### src/rtl/seq_multiplier_if.sv
// rtl/seq_multiplier_if.sv - start/ready/done handshake and operand/product bus for seq_multiplier
interface seq_multiplier_if #(
    parameter int WIDTH = 8
);
    logic                 start;
    logic [WIDTH-1:0]     x;
    logic [WIDTH-1:0]     y;
    logic                 ready;
    logic                 done;
    logic [2*WIDTH-1:0]   product;

    modport master (
        output start, x, y,
        input  ready, done, product
    );

    modport slave (
        input  start, x, y,
        output ready, done, product
    );
endinterface

### src/rtl/seq_multiplier.sv
// rtl/seq_multiplier.sv - shift-and-add multiplier, one partial product per clock
// Optional signed (two's complement) mode via SEQ_MULTIPLIER_SIGNED_EN.
module seq_multiplier #(
    parameter int WIDTH = 8
) (
    input  logic            clk_in,
    input  logic            rst_in,
    seq_multiplier_if.slave bus
);
    localparam int CW = $clog2(WIDTH + 1);
    localparam logic [CW-1:0] CNT_INIT = CW'(WIDTH);
    localparam logic [CW-1:0] CNT_ONE  = CW'(1);

    typedef enum logic [1:0] {
        IDLE = 2'd0,
        RUN  = 2'd1,
`ifdef SEQ_MULTIPLIER_SIGNED_EN
        FIX  = 2'd3,
`endif
        DONE = 2'd2
    } state_t;

    state_t               state_q, state_d;
    logic [WIDTH-1:0]     mcand_q, mcand_d;
    logic [WIDTH-1:0]     mplier_q, mplier_d;
    logic [2*WIDTH:0]     acc_q, acc_d;
    logic [CW-1:0]        cnt_q, cnt_d;
    logic [2*WIDTH-1:0]   product_q, product_d;
`ifdef SEQ_MULTIPLIER_SIGNED_EN
    logic                 neg_q, neg_d;
`endif

    logic [WIDTH:0]       sum;
    logic [2*WIDTH:0]     step_acc;
    logic [WIDTH-1:0]     step_mplier;
    logic                 ready;

    assign ready       = (state_q == IDLE) || (state_q == DONE);
    assign bus.ready   = ready;
    assign bus.done    = (state_q == DONE);
    assign bus.product = product_q;

    // Upper half plus carry absorbs the multiplicand; the low half only shifts.
    always_comb begin
        sum = acc_q[2*WIDTH:WIDTH];
        if (mplier_q[0]) begin
            sum = {1'b0, acc_q[2*WIDTH-1:WIDTH]} + {1'b0, mcand_q};
        end
        step_acc    = {sum, acc_q[WIDTH-1:0]} >> 1;
        step_mplier = {acc_q[0], mplier_q[WIDTH-1:1]};
    end

    always_comb begin
        state_d   = state_q;
        mcand_d   = mcand_q;
        mplier_d  = mplier_q;
        acc_d     = acc_q;
        cnt_d     = cnt_q;
        product_d = product_q;
`ifdef SEQ_MULTIPLIER_SIGNED_EN
        neg_d     = neg_q;
`endif
        case (state_q)
            IDLE, DONE: begin
                state_d = IDLE;
                if (bus.start) begin
                    state_d = RUN;
                    acc_d   = '0;
                    cnt_d   = CNT_INIT;
`ifdef SEQ_MULTIPLIER_SIGNED_EN
                    mcand_d  = bus.x[WIDTH-1] ? -bus.x : bus.x;
                    mplier_d = bus.y[WIDTH-1] ? -bus.y : bus.y;
                    neg_d    = bus.x[WIDTH-1] ^ bus.y[WIDTH-1];
`else
                    mcand_d  = bus.x;
                    mplier_d = bus.y;
`endif
                end
            end
            RUN: begin
                acc_d    = step_acc;
                mplier_d = step_mplier;
                cnt_d    = cnt_q - CNT_ONE;
                if (cnt_q == CNT_ONE) begin
`ifdef SEQ_MULTIPLIER_SIGNED_EN
                    state_d = FIX;
`else
                    state_d   = DONE;
                    product_d = step_acc[2*WIDTH-1:0];
`endif
                end
            end
`ifdef SEQ_MULTIPLIER_SIGNED_EN
            FIX: begin
                state_d   = DONE;
                product_d = neg_q ? -acc_q[2*WIDTH-1:0] : acc_q[2*WIDTH-1:0];
            end
`endif
            default: state_d = IDLE;
        endcase
    end

    always_ff @(posedge clk_in or posedge rst_in) begin
        if (rst_in) begin
            state_q   <= IDLE;
            mcand_q   <= '0;
            mplier_q  <= '0;
            acc_q     <= '0;
            cnt_q     <= '0;
            product_q <= '0;
`ifdef SEQ_MULTIPLIER_SIGNED_EN
            neg_q     <= 1'b0;
`endif
        end else begin
            state_q   <= state_d;
            mcand_q   <= mcand_d;
            mplier_q  <= mplier_d;
            acc_q     <= acc_d;
            cnt_q     <= cnt_d;
            product_q <= product_d;
`ifdef SEQ_MULTIPLIER_SIGNED_EN
            neg_q     <= neg_d;
`endif
        end
    end
endmodule

### src/flat_wrapper.sv
// flat-port wrapper written by rule: the top's interface ports become plain ports
module seq_multiplier_flat 
#(
    parameter int WIDTH = 8
)
  (clk_in, rst_in, bus_start, bus_x, bus_y, bus_ready, bus_done, bus_product);
  seq_multiplier_if #(.WIDTH(WIDTH)) bus_i ();
  input  logic clk_in;
  input  logic rst_in;
  input wire logic [$bits(bus_i.start)-1:0] bus_start;
  input wire logic [$bits(bus_i.x)-1:0] bus_x;
  input wire logic [$bits(bus_i.y)-1:0] bus_y;
  output wire logic [$bits(bus_i.ready)-1:0] bus_ready;
  output wire logic [$bits(bus_i.done)-1:0] bus_done;
  output wire logic [$bits(bus_i.product)-1:0] bus_product;
  assign bus_i.start = bus_start;
  assign bus_i.x = bus_x;
  assign bus_i.y = bus_y;
  assign bus_ready = bus_i.ready;
  assign bus_done = bus_i.done;
  assign bus_product = bus_i.product;
  seq_multiplier #(.WIDTH(WIDTH)) u_core (.clk_in(clk_in), .rst_in(rst_in), .bus(bus_i));
endmodule
### config.mk
export PLATFORM = sky130hd
export DESIGN_NAME = seq_multiplier_flat
export DESIGN_NICKNAME = d
export VERILOG_FILES = /design/src/rtl/seq_multiplier_if.sv /design/src/rtl/seq_multiplier.sv /design/src/flat_wrapper.sv
export SDC_FILE = /design/constraint.sdc
export NUM_CORES = 1
export LEC_CHECK = 0
export ABC_AREA = 1
export BUFFER_PORTS_ARGS = -buffer_cell sky130_fd_sc_hd__buf_2
export CAP_MARGIN = 25
export CELL_PAD_IN_SITES_DETAIL_PLACEMENT = 1
export CELL_PAD_IN_SITES_GLOBAL_PLACEMENT = 1
export CORE_MARGIN = 2
export CORE_UTILIZATION = 43
export CTS_CLUSTER_DIAMETER = 30
export DETAILED_ROUTE_END_ITERATION = 10
export GPL_TIMING_DRIVEN = 1
export PLACE_DENSITY_LB_ADDON = 0.1
export SLEW_MARGIN = 20
export SYNTH_ARGS = -nofsm -noshare
export SYNTH_HDL_FRONTEND = slang
export SYNTH_SLANG_ARGS = --single-unit
### constraint.sdc
create_clock -name clk_in -period 2.01 [get_ports clk_in]
set_input_delay 0.3015 -clock clk_in [delete_from_list [all_inputs] [get_ports clk_in]]
set_output_delay 0.3015 -clock clk_in [all_outputs]
set_load 0.02 [all_outputs]
==> After elaboration in Yosys (flattened, before gate mapping) <==
Cells that the tools add are included.
{ "totals": {"ff_bits": 55, "latchBits": 0, "ram_bits": 0, "mem_bits_ro": 0, "inputBits": 19, "output_inout_bits": 18, "memories": 0} }
{ "classes": {"add_sub_neg": 2, "n_mul": 0, "div": 0, "order_cmp": 0, "eq_ne": 5, "n_shift": 0, "n_mux": 10, "bitwise": 0, "n_reduce_logical": 7} }
{ "ops": {"columns": ["cell", "count"], "rows": [
  ["17-bit case mux with 2 select lines", 1],
  ["17-bit 2-to-1 mux", 1],
  ["8-bit case mux with 2 select lines", 1],
  ["8-bit by 8-bit adder with 9-bit output", 1],
  ["9-bit 2-to-1 mux", 1],
  ["8-bit 2-to-1 mux", 1],
  ["4-bit case mux with 2 select lines", 1],
  ["2-bit AND reduction", 3],
  ["4-bit by 1-bit == test with 1-bit output (second input constant)", 1],
  ["4-bit 2-to-1 mux", 1],
  ["2-bit case mux with 2 select lines", 1],
  ["4-bit by 1-bit subtractor with 4-bit output (second input constant)", 1],
  ["2-bit by 1-bit == test with 1-bit output (second input constant)", 1],
  ["2-bit == test (second input constant)", 1],
  ["2-bit zero test", 1],
  ["2-bit 2-to-1 mux", 1],
  ["2-bit by 1-bit != test with 1-bit output (second input constant)", 1],
  ["2-bit != test (second input constant)", 1],
  ["2-bit nonzero test", 1],
  ["2-bit OR reduction", 1],
  ["1-bit logical OR", 1],
  ["1-bit 2-to-1 mux", 1]
]} }

==> Depth between registers and ports, before layout <==
{ "logic_depth": {"word_depth": 4, "mapped_depth": 12, "depth_no_buf": 12} }

==> Worst setup path before layout <==
No wires, ideal clock.
{ "synth_path": {"path_kind": "register -> register", "from": "reg u_core.acc_q[8]", "to": "reg u_core.product_q[11], in the netlist u_core.bus.product[11]", "setup_time_ns": 0.065, "t_arrival_ns": 1.590, "required_time_ns": 1.945, "slack_ns": 0.355, "path_stages_with_launch": 12, "n_path_buf": 0, "synth_period_minus_slack_ns": 1.655, "cell_sequence": "dfrtp_1 -> ha_1 -> inv_1 -> fa_1 -> inv_1 -> nand2_1 -> nand2_1 -> nand2_1 -> or2_2 -> nand3_1 -> nand3_1 -> nand2_1"} }
{ "synth_via": {"elab_chain_cells": 2} }
{ "synth_rtl": {"columns": ["item", "line", "source"], "rows": [
  ["start: declaration", "seq_multiplier.sv:26", "logic [2*WIDTH:0] acc_q, acc_d;"],
  ["start signal: assignment", "seq_multiplier.sv:108", "acc_q <= '0;"],
  ["start signal: assignment", "seq_multiplier.sv:118", "acc_q <= acc_d;"],
  ["8-bit by 8-bit adder with 9-bit output", "seq_multiplier.sv:47", "sum = {1'b0, acc_q[2*WIDTH-1:WIDTH]} + {1'b0, mcand_q};"],
  ["9-bit 2-to-1 mux", "seq_multiplier.sv:46", "if (mplier_q[0]) begin"],
  ["end signal: assignment", "seq_multiplier.sv:120", "product_q <= product_d;"],
  ["end: declaration", "seq_multiplier.sv:28", "logic [2*WIDTH-1:0] product_q, product_d;"]
]} }
No other way between the ends.
A chain may end at the register's enable or synchronous reset.

==> Final worst setup path <==
Ends and elaborated chain as after synthesis.

==> impl_metrics.toml <==
[status]
status = "finished clean"

[layout]
drive_gt1_frac = 0.221
area_growth_pct = 14.8
final_cell_mix = "nand2_1 (94), dfrtp_1 (54), buf_2 (36)"
nNetsFinal = 359
fillerInstances = 729
fin_area_mm2 = 0.00297
n_antenna_cell = 0
final_common_cell = "nand2_1"

[synth]
synth_compound_area_frac = 0.119
netlist_area_mm2 = 0.00259
synth_simple_gate_area_frac = 0.221
synth-edff-count = 0
syn_avg_cell_area_um2 = 8.90
async_reset_ff_frac = 1.00
netlist.area_leader.share = 0.522
synthMuxAreaShare = 0
synthCells = 291
yosys_warnings = 0
synth-xor-area-share = 0.00676
synthesis.nets = 321
synth_fa_ha_area_frac = 0.0560
synthTopCellsByArea = "dfrtp_1 (52%), nand2_1 (14%), ha_1 (4.8%)"
synth_top_family_by_area = "simple AND/OR/NAND/NOR gates"
synth_cell_types = 32
yosysTopAreaCell = "dfrtp_1"
yosys_most_used_dff = "dfrtp_1"
seq_area_frac_synth = 0.522
synth.ff_latch_count = 54

[grt]
antenna_found_initial = 0
grt_pass1_wl_um = 9340
grt_max_degree = 55
use_met3 = 0.0275
top_usage_layer = "met2"
grt_pass1_vias = 2033
track_usage = 0.182
grt_util_met1 = 0.259
overflow = 0
met2_usage = 0.297

[drt]
wl_um = 5610
post_drt_wl_per_cell_um = 13.9
dr.pass1.iters = 4
vias = 1995
final_antenna_net_count = 0
drt_iter0_markers = 77
viasPerCell = 4.93
drcViolationCount = 0

[setup_path]
r2r_cells = 11
path_max_fanout = 3
rrSetupSlack_ps = 190
crit_required_ps = 2250
crit_start = "u_core.acc_q[8]$_DFFE_PP0P_"
timing.rr.end = "u_core.bus.product[11]$_DFFE_PP0P_"
worstPathArrival_ps = 2070
critPathLaunchType = "flop"
r2r_start = "u_core.acc_q[8]$_DFFE_PP0P_"
worstSetupPathType = "reg -> reg"
crit_path_end_kind = "flop"

[pwr]
p_switching_mw = 2.26
switching_share = 0.438
p_int_mw = 2.91
clkPwrFrac = 0.150
power_density_mw_per_mm2 = 1740
irDropWorstVdd_mv = 0.548
p_comb_frac = 0.490
power.leakage_nw = 1.57
p_seq_frac = 0.360

[die]
die_h_um = 81.6
dieArea_mm2 = 0.00666
core-area_mm2 = 0.00589
rows = 28
dieWidth_um = 81.6
initial_core_util = 0.440
io_pins = 37

[clock_tree]
htreeDepth = 2
insertion_delay_ps = 310
cts_tree = "built"
cts_setup_buffers = 0
cts.sinks = 54
cts.clk_slew.worst_paths_ps = 100
holdBufCountCts = 0
clock_path_buffers = 2
cts-root-buf = "clkbuf_8"
cts_made_buffers = 5
post_cts_resized = 0

[timing]
grt_setup_unrepaired = "no"
skew_ps = 10.2
period_minus_slack_ps = 1820
tns_ps = 0
fin_hold_ws_ps = 30.5
relSlewSlack = 0.630
final-hold-violation-count = 0
final-setup-viol-count = 0
timing.fmax_mhz = 548
finalCritPeriodShare = 0.908
slew_viol_final = 0
tightestPinTransition_ps = 554

[min_path]
hold_class = "in -> async"

[run]
maxCapViolCount = 0

[placement]
portBuffers = 36
dpl.hpwl_um = 4120
post_dp_cell_area_mm2 = 0.00285
gp_congestion = 0.788
[synth_stat cells (all sizes together) (2+ instances only)]
cell    instances
nand3b          2
clkinv          2
nor2            6
dfrtp          54
clkbuf          2
o21ai          21
buf             7
o221ai          7
a21oi           3
or2             7
nand2          97
o22ai          10
nand3          20
ha             10
inv            35
[worst max-delay path, stage by stage (launching register included)]
cell,delay (ps)
dfrtp_1,370
ha_1,170
inv_1,60
fa_1,390
inv_1,70
nand2_1,40
nand2_1,70
nand2_1,80
or2_2,280
nand3_1,90
nand3_1,80
nand2_1,60
[layout make-up]
class / count / area [µm²] / share of cell area
flip-flops and latches: 54 / 1350 / 0.455
multi-input cells: 191 / 1040 / 0.351
repair buffers: 40 / 223 / 0.0749
inverters: 37 / 140 / 0.0471
well taps: 75 / 93.8 / 0.0316
clock buffers: 6 / 82.6 / 0.0278
clock inverters: 2 / 38.8 / 0.0130
[worst max-delay path by stage]
| stage | endpoint | slack, ps | cells after the start |
|---|---|---|---|
| 3_3_place_gp | u_core.bus.product[11]$_DFFE_PP0P_ | 270 | 11 |
| 6_report | u_core.bus.product[11]$_DFFE_PP0P_ | 190 | 11 |
| 4_1_cts | u_core.bus.product[11]$_DFFE_PP0P_ | 180 | 11 |
| 2_1_floorplan | u_core.bus.product[11]$_DFFE_PP0P_ | 360 | 11 |
| 3_5_place_dp | u_core.acc_q[11]$_DFFE_PP0P_ | 190 | 11 |
| 5_1_grt | u_core.bus.product[11]$_DFFE_PP0P_ | 30 | 11 |
[flip-flops by register name (all words and copies together) (netlist names)]
signal,flops
u_core.bus.product,16
u_core.mplier_q,8
u_core.mcand_q,8
u_core.cnt_q,4
u_core.acc_q,16
u_core.state_q,2
[power groups by stage]
stage | Clock, mW | Sequential, mW | Combinational [mW]
final | 0.776 | 1.86 | 2.54
after global routing | 0.846 | 1.93 | 2.90
after floorplan | 0 | 1.93 | 1.84
after detailed placement | 0 | 1.89 | 2.56
after CTS | 0.792 | 1.87 | 2.58
after global placement | 0 | 1.87 | 2.47
[logic make-up (layout without fill, tap and decap cells)]
family | after synthesis | in the layout
AND/OR/NAND/NOR | 133 | 133
XOR/XNOR | 2 | 2
buffers and inverters | 46 | 85
adder cells (fa/ha/maj) | 11 | 11
AO/OA/AOI/OAI | 45 | 45
flip-flops | 54 | 54
[per-layer routing]
layer / vias up / part of all wire
met5: - / 0
met3: 5 / 0.033
met1: 938 / 0.49
met4: 0 / 0.0096
met2: 34 / 0.47
li1: 1018 / -
[per-stage QoR]
| stage | total power [mW] | setup WS, ps | cells | util |
|---|---|---|---|---|
| after CTS | 5.25 | 178 | 405 | 0.505 |
| after floorplan | 3.77 | 355 | 291 | - |
| after global routing | 5.67 | 27.5 | 405 | 0.505 |
| final | 5.17 | 185 | 405 | 0.505 |
| after detailed placement | 4.45 | 186 | 397 | 0.484 |
| after global placement | 4.34 | 266 | 397 | 0.484 |
Power figures use the tool's default switching activity.
